[src/rtl/fetch_unit.sv]
// Instruction fetch stage: generates the PC, issues single-cycle imem reads and
// buffers the returned words in a small prefetch queue for the decoder.
module fetch_unit #(
    parameter logic [31:0] RESET_PC = 32'h0000_0000,
    parameter int          DEPTH    = 4
) (
    input  logic        clk,
    input  logic        reset,
    output logic        imem_rd_en,
    output logic [31:0] imem_addr,
    input  logic [31:0] imem_rdata,
    input  logic        redirect,
    input  logic [31:0] redirect_pc,
    output logic [31:0] instr,
    output logic [31:0] instr_pc,
    output logic        instr_valid,
    input  logic        instr_ready
);

    localparam int PW = $clog2(DEPTH);
    localparam int CW = PW + 1;

    logic [31:0]   fetch_pc_q, fetch_pc_d;
    logic [PW-1:0] rd_ptr_q, rd_ptr_d;
    logic [PW-1:0] wr_ptr_q, wr_ptr_d;
    logic [CW-1:0] count_q, count_d;
    logic          inflight_q, inflight_d;
    logic [31:0]   inflight_pc_q, inflight_pc_d;

    logic [31:0]   pc_mem_q   [DEPTH];
    logic [31:0]   data_mem_q [DEPTH];

    logic [CW:0]   occupancy;
    logic          issue;
    logic          push;
    logic          pop;
    logic          not_empty;

    // The outstanding read reserves a slot, so the queue can never overflow.
    assign occupancy = {1'b0, count_q} + {{CW{1'b0}}, inflight_q};
    assign issue     = reset & ~redirect & (occupancy < (CW+1)'(DEPTH));
    assign push      = inflight_q & ~redirect;
    assign not_empty = (count_q != '0);
    assign pop       = instr_valid & instr_ready;

    assign imem_rd_en  = issue;
    assign imem_addr   = fetch_pc_q;
    assign instr_valid = not_empty & ~redirect;
    assign instr       = not_empty ? data_mem_q[rd_ptr_q] : 32'h0;
    assign instr_pc    = not_empty ? pc_mem_q[rd_ptr_q]   : 32'h0;

    always_comb begin
        fetch_pc_d    = fetch_pc_q;
        rd_ptr_d      = rd_ptr_q;
        wr_ptr_d      = wr_ptr_q;
        count_d       = count_q;
        inflight_d    = 1'b0;
        inflight_pc_d = inflight_pc_q;
        if (redirect) begin
            fetch_pc_d = redirect_pc;
            rd_ptr_d   = '0;
            wr_ptr_d   = '0;
            count_d    = '0;
        end else begin
            if (issue) begin
                fetch_pc_d    = fetch_pc_q + 32'd4;
                inflight_d    = 1'b1;
                inflight_pc_d = fetch_pc_q;
            end
            if (push) begin
                wr_ptr_d = wr_ptr_q + 1'b1;
            end
            if (pop) begin
                rd_ptr_d = rd_ptr_q + 1'b1;
            end
            case ({push, pop})
                2'b10:   count_d = count_q + 1'b1;
                2'b01:   count_d = count_q - 1'b1;
                default: count_d = count_q;
            endcase
        end
    end

    always_ff @(posedge clk or negedge reset) begin
        if (!reset) begin
            fetch_pc_q    <= RESET_PC;
            rd_ptr_q      <= '0;
            wr_ptr_q      <= '0;
            count_q       <= '0;
            inflight_q    <= 1'b0;
            inflight_pc_q <= 32'h0;
        end else begin
            fetch_pc_q    <= fetch_pc_d;
            rd_ptr_q      <= rd_ptr_d;
            wr_ptr_q      <= wr_ptr_d;
            count_q       <= count_d;
            inflight_q    <= inflight_d;
            inflight_pc_q <= inflight_pc_d;
        end
    end

    // Queue storage needs no reset; occupancy is tracked by count_q alone.
    always_ff @(posedge clk) begin
        if (push) begin
            pc_mem_q[wr_ptr_q]   <= inflight_pc_q;
            data_mem_q[wr_ptr_q] <= imem_rdata;
        end
    end

endmodule
[config.mk]
export PLATFORM = sky130hd
export DESIGN_NAME = fetch_unit
export DESIGN_NICKNAME = d
export VERILOG_FILES = /design/src/rtl/fetch_unit.sv
export SDC_FILE = /design/constraint.sdc
export NUM_CORES = 1
export LEC_CHECK = 0
export ABC_AREA = 1
export CAP_MARGIN = 30
export CORE_ASPECT_RATIO = 0.8
export CORE_MARGIN = 10
export CORE_UTILIZATION = 35
export CTS_CLUSTER_DIAMETER = 80
export DETAILED_ROUTE_END_ITERATION = 10
export PLACE_DENSITY = 0.61
export SLEW_MARGIN = 20
export SYNTH_ARGS = -nofsm -noshare
export SYNTH_HDL_FRONTEND = slang
export SYNTH_SLANG_ARGS = --single-unit
export TNS_END_PERCENT = 20
[constraint.sdc]
create_clock -name clk -period 7.2 [get_ports clk]
set_input_delay 1.8 -clock clk [delete_from_list [all_inputs] [get_ports clk]]
set_output_delay 1.8 -clock clk [all_outputs]
set_load 0.005 [all_outputs]
Yosys cells after proc, flatten, opt, wreduce, memory -nomap -nowiden
Memories as Yosys holds them, arrays and structs flattened.
Cells that the tools add are included.
{ "word_totals": {"regBits": 72, "ram_bits": 256, "inputBits": 68, "out_inout_bits": 98, "wordCells": 43, "mem_count": 2} }
{ "classes": {"addsub": 6, "magnitude_cmp": 1, "eq_ne": 2, "mux": 14, "n_bitwise": 6, "n_reduce_logical": 6} }
{ "memory_table": {"columns": ["memory", "words", "width", "rd", "rd_clocked_by_memory_dff", "wr", "line", "text"], "rows": [
  ["data_mem_q", 4, 32, 1, 0, 1, "31", "logic [31:0] data_mem_q [DEPTH];"],
  ["pc_mem_q", 4, 32, 1, 0, 1, "30", "logic [31:0] pc_mem_q [DEPTH];"]
]} }
{ "op_table": {"columns": ["operator", "n"], "rows": [
  ["$mux 32", 4],
  ["$add 32x3->32 const B", 1],
  ["$mux 2", 4],
  ["$pmux 3 s2", 1],
  ["$reduce_bool 2->1", 3],
  ["$reduce_bool 3->1", 2],
  ["$and 1x1->1", 5],
  ["$add 2x1->2 const B", 2],
  ["$add 3x1->4", 1],
  ["$lt 4x3->1 const B", 1],
  ["$mux 1", 4],
  ["$add 3x1->3 const B", 1],
  ["$mux 3", 1],
  ["$sub 3x1->3 const B", 1],
  ["$eq 2x1->1 const B", 1],
  ["$eq 2x2->1 const B", 1],
  ["$reduce_and 2->1", 1],
  ["$not 1->1", 1]
]} }

Depth between registers and ports, before layout
{ "depth": {"depth_word": 6, "depth_mapped": 10, "mapped_depth_nobuf": 10} }

Worst setup path after synthesis
OpenSTA, ideal clock, no wires.
{ "synth_timing": {"path_kind": "input to register", "startpoint": "input redirect", "endpoint": "memory data_mem_q[0][0] (enable)", "setup_time_ns": 0.486, "arrival_ns": 4.697, "required_time_ns": 6.714, "slack_ns": 2.017, "stages": 3, "n_path_buf": 0, "cell_sequence": "inv_2 -> nand2_1 -> nor2_1"} }
{ "synth_between": {"elab_chain_len": 4} }
{ "synth_lines": {"columns": ["item", "line", "text"], "rows": [
  ["from (decl)", "12", "input logic redirect,"],
  ["$not 1->1 (no line)", null, null],
  ["$and 1x1->1", "42", "assign push = inflight_q & ~redirect;"],
  ["$mux 1", "104", "if (push) begin"],
  ["$mux 1 (implied by the code)", "106", "data_mem_q[wr_ptr_q] <= imem_rdata;"],
  ["to (decl)", "31", null]
]} }
Every way passes these cells.

Worst setup path after layout
{ "layout_timing": {"startpoint": "input redirect", "endpoint": "output imem_rd_en"} }
{ "layout_between": {"elab_chain_len": 3} }
{ "layout_lines": {"columns": ["item", "line", "text"], "rows": [
  ["$not 1->1 (no line)", null, null],
  ["$and 1x1->1 (2 in a row)", "41", "assign issue = reset & ~redirect & (occupancy < (CW+1)'(DEPTH));"],
  ["to (decl)", "9", "output logic imem_rd_en,"]
]} }
Every way passes these cells.

==> run summary <==
Num CTS Buffers = 35
syn_nets = 1,340
Yosys Warn Count = 0
ys async rst share = 22.0%
Crit Path Max Fanout = 36
Post-synth top flop = edfxtp_1
most common cell in the netlist = nor2_1
Worst Skew = 0.0185 ns
Synth area leaders = edfxtp_1 (56%), dfrtp_1 (13%), nor2_1 (8.7%), o21ai_0 (5.8%), nand2_1 (3.7%)
die area = 47,800 sq um
area added between synthesis and finish = 24.7%
H-tree levels = 2
worst path arrival time = 3.74 ns
Lkg Pwr = 6.26 nW
Tcrit/Tclk final = 76.9%
worst rel slew slack = 37.2%
Max Cap Violations = 0
Final Non-Filler Cells = 1,979
Final Hold Fails = 0
core area = 38,600 sq um
Worst Setup EP = imem_rd_en
worst vdd ir = 0.141 mV
post-route cell area = 17,200 sq um
clk_lat worst skew = 0.52 ns
Worst Path Required = 5.40 ns
# rows = 64
Slew Limit Fails = 0
crit-path max cell delay = 0.66 ns
Syn Inst Count = 1,266
placed inst area = 16,000 sq um
CP most frequent cell = clkdlybuf4s50_1
pre-CTS WS = 1.69 ns
sequential area share after synthesis = 68.8%
Worst Setup Start Kind = primary input
Crit path max-delay family = buffers and inverters
average routed wire per standard cell = 17.6 microns
initial antenna violation count = 0
r2r setup slk = 4.81 ns
leading area contributor after synthesis = edfxtp_1
top cell type's share of synthesized area = 55.7%
RSZ-0062 raised after global routing = false
P per Cell Area = 267 nW/um^2
detailed placement HPWL = 21.9 mm
Worst Max-Slew Pin Slew = 0.941 ns
vias in the first global route = 9,300
Hold Crit Class = reg -> reg
drt pass-1 iters = 5
Antenna Nets Post-Route = 0
Iter 0 DRT Violations = 818
R2R cell count = 3
GRT Overall Usage = 14.2%
n_diodes = 0
total gr overflow = 0
Cell variety after synth = 35
Initial Util = 35.7%
# Post-CTS Setup Buffers = 0
slowest CP cell = clkdlybuf4s50_1
final setup margin = 1.66 ns
clock power share = 39.1%
outcome = finished clean
PortBufs = 165
Sum Neg Setup Slack = 0 ns
CP Class = in -> out
Tmin final = 5.54 ns
share of cells above drive strength 1 = 7.24%
combinational share of power = 11.9%
DRC Markers = 0
Num Clock Sinks = 328
worst-path cell chain = clkdlybuf4s50_1 > nor2_2 > nand3_4 > inv_2 > clkdlybuf4s50_1
Total Nets Final = 1,498
Max Clk Rate = 181 MHz
CP Depth = 5
number of synthesized flops with an enable pin = 256
part of the power in registers = 49.0%
die height = 198 microns
Yosys reg bits = 328
Setup Viol. Count Final = 0
DR vias/cell = 4.80
DRT Wirelength = 34.8 mm
Internal = 3.48 mW
FF-to-FF Start = inflight_q
RD Place Congestion = 0.867
CTS tree = built
placed insts = 1,915
post-cts gate resize count = 0
clock root cell = clkbuf_16
clock slew at reported path FFs = 0.06 ns
first-pass GRT wire length = 54.3 mm
FF-to-FF End = data_mem_q[1][8]
Hold Buf Count CTS = 0
most instantiated cells after synthesis = nor2_1 (321), edfxtp_1 (256), o21ai_0 (159), nand2_1 (137), dfrtp_1 (72)
CP Capture Type = primary output
net switching power = 1.12 mW
fill cell count = 3,577
Longest Clk Path Bufs = 3
CP startpoint = redirect
pin count of the biggest net entering global routing = 67
die width = 242 microns
io pins = 166
syn_area_per_cell = 10.9 sq um
Sw Share = 24.4%
vias = 9,492
Cell Area, Synth = 13,800 sq um
Bufs and invs on worst path = 3
==> placed cells by master (no fill, tap or decap), types with 12 or more instances in the layout <==
| cell | synthesis | routed |
|---|---|---|
| a21oi_1 | 65 | 65 |
| buf_4 | 6 | 17 |
| clkbuf_16 | 0 | 36 |
| clkdlybuf4s50_1 | 0 | 164 |
| dfrtp_1 | 72 | 70 |
| edfxtp_1 | 256 | 256 |
| inv_1 | 60 | 59 |
| nand2_1 | 137 | 137 |
| nand3_1 | 46 | 46 |
| nand4_1 | 14 | 14 |
| nor2_1 | 321 | 317 |
| nor2_4 | 8 | 12 |
| o21ai_0 | 159 | 159 |
==> final cells by class <==
cell class / count / area [sq um] / area share [%]
clock buffers: 47 / 952 / 5.54
clock inverters: 17 / 200 / 1.16
inverters: 65 / 245 / 1.43
multi-input cells: 809 / 3770 / 21.9
flip-flops and latches: 328 / 9490 / 55.2
well taps: 528 / 661 / 3.84
repair buffers: 185 / 1870 / 10.9
==> flip-flops by register name (all words and copies together) (netlist names) <==
name,cells
pc_mem_q,128
count_q,3
rd_ptr_q,2
wr_ptr_q,2
imem_addr,32
inflight_q,1
inflight_pc_q,32
data_mem_q,128
==> worst reg2reg max path, cell delays in order, from the launching register on <==
cell     delay (ns)
dfrtp_1        0.45
nand2_1        0.30
nor2_4         0.75
buf_4          0.53
==> worst min path at each step <==
stage	startpoint	endpoint	slack [ns]	cells past startpoint
6_report	inflight_pc_q[22]	pc_mem_q[1][22]	0.52	0
5_1_grt	inflight_pc_q[22]	pc_mem_q[1][22]	0.55	0
4_1_cts	inflight_pc_q[22]	pc_mem_q[1][22]	0.52	0
3_5_place_dp	inflight_pc_q[22]	pc_mem_q[0][22]	0.51	0
3_3_place_gp	inflight_pc_q[11]	pc_mem_q[0][11]	0.50	0
2_1_floorplan	inflight_pc_q[0]	pc_mem_q[0][0]	0.48	0
==> routing by layer <==
layer	vias to the layer above	share of wire, %	track usage (%)
li1	4657	-	-
met5	-	0	0
met2	260	44	22.2
met1	4538	48	19.8
met4	0	1.4	3.35
met3	37	6.3	3.30
==> power by group through the flow <==
stage	Sequential, mW	Clock (mW)	Combinational, mW
4_1_cts	2.25	1.84	0.559
2_1_floorplan	2.25	0	0.273
3_3_place_gp	2.29	0	0.540
6_report	2.25	1.80	0.545
5_1_grt	2.27	1.92	0.611
3_5_place_dp	2.29	0	0.554
==> through the flow <==
step           util, %  hold slack (ns)  power, mW
3_3_place_gp      41.3            0.500       2.83
4_1_cts           44.5            0.522       4.66
6_report          44.5            0.522       4.60
2_1_floorplan        -            0.476       2.53
3_5_place_dp      41.6            0.514       2.85
5_1_grt           44.5            0.554       4.80
==> cell families after synthesis <==
| group | Yosys count | share of synthesized area, % |
|---|---|---|
| and+or+nand+nor | 550 | 16.9 |
| DFF | 328 | 68.8 |
| AOI/OAI and AO/OA | 246 | 9.17 |
| buffers and inverters | 129 | 4.06 |
| xor gates and xnor gates | 7 | 0.445 |
| adders and majority gates | 6 | 0.599 |
No activity file was read; power rests on OpenSTA's default activity.
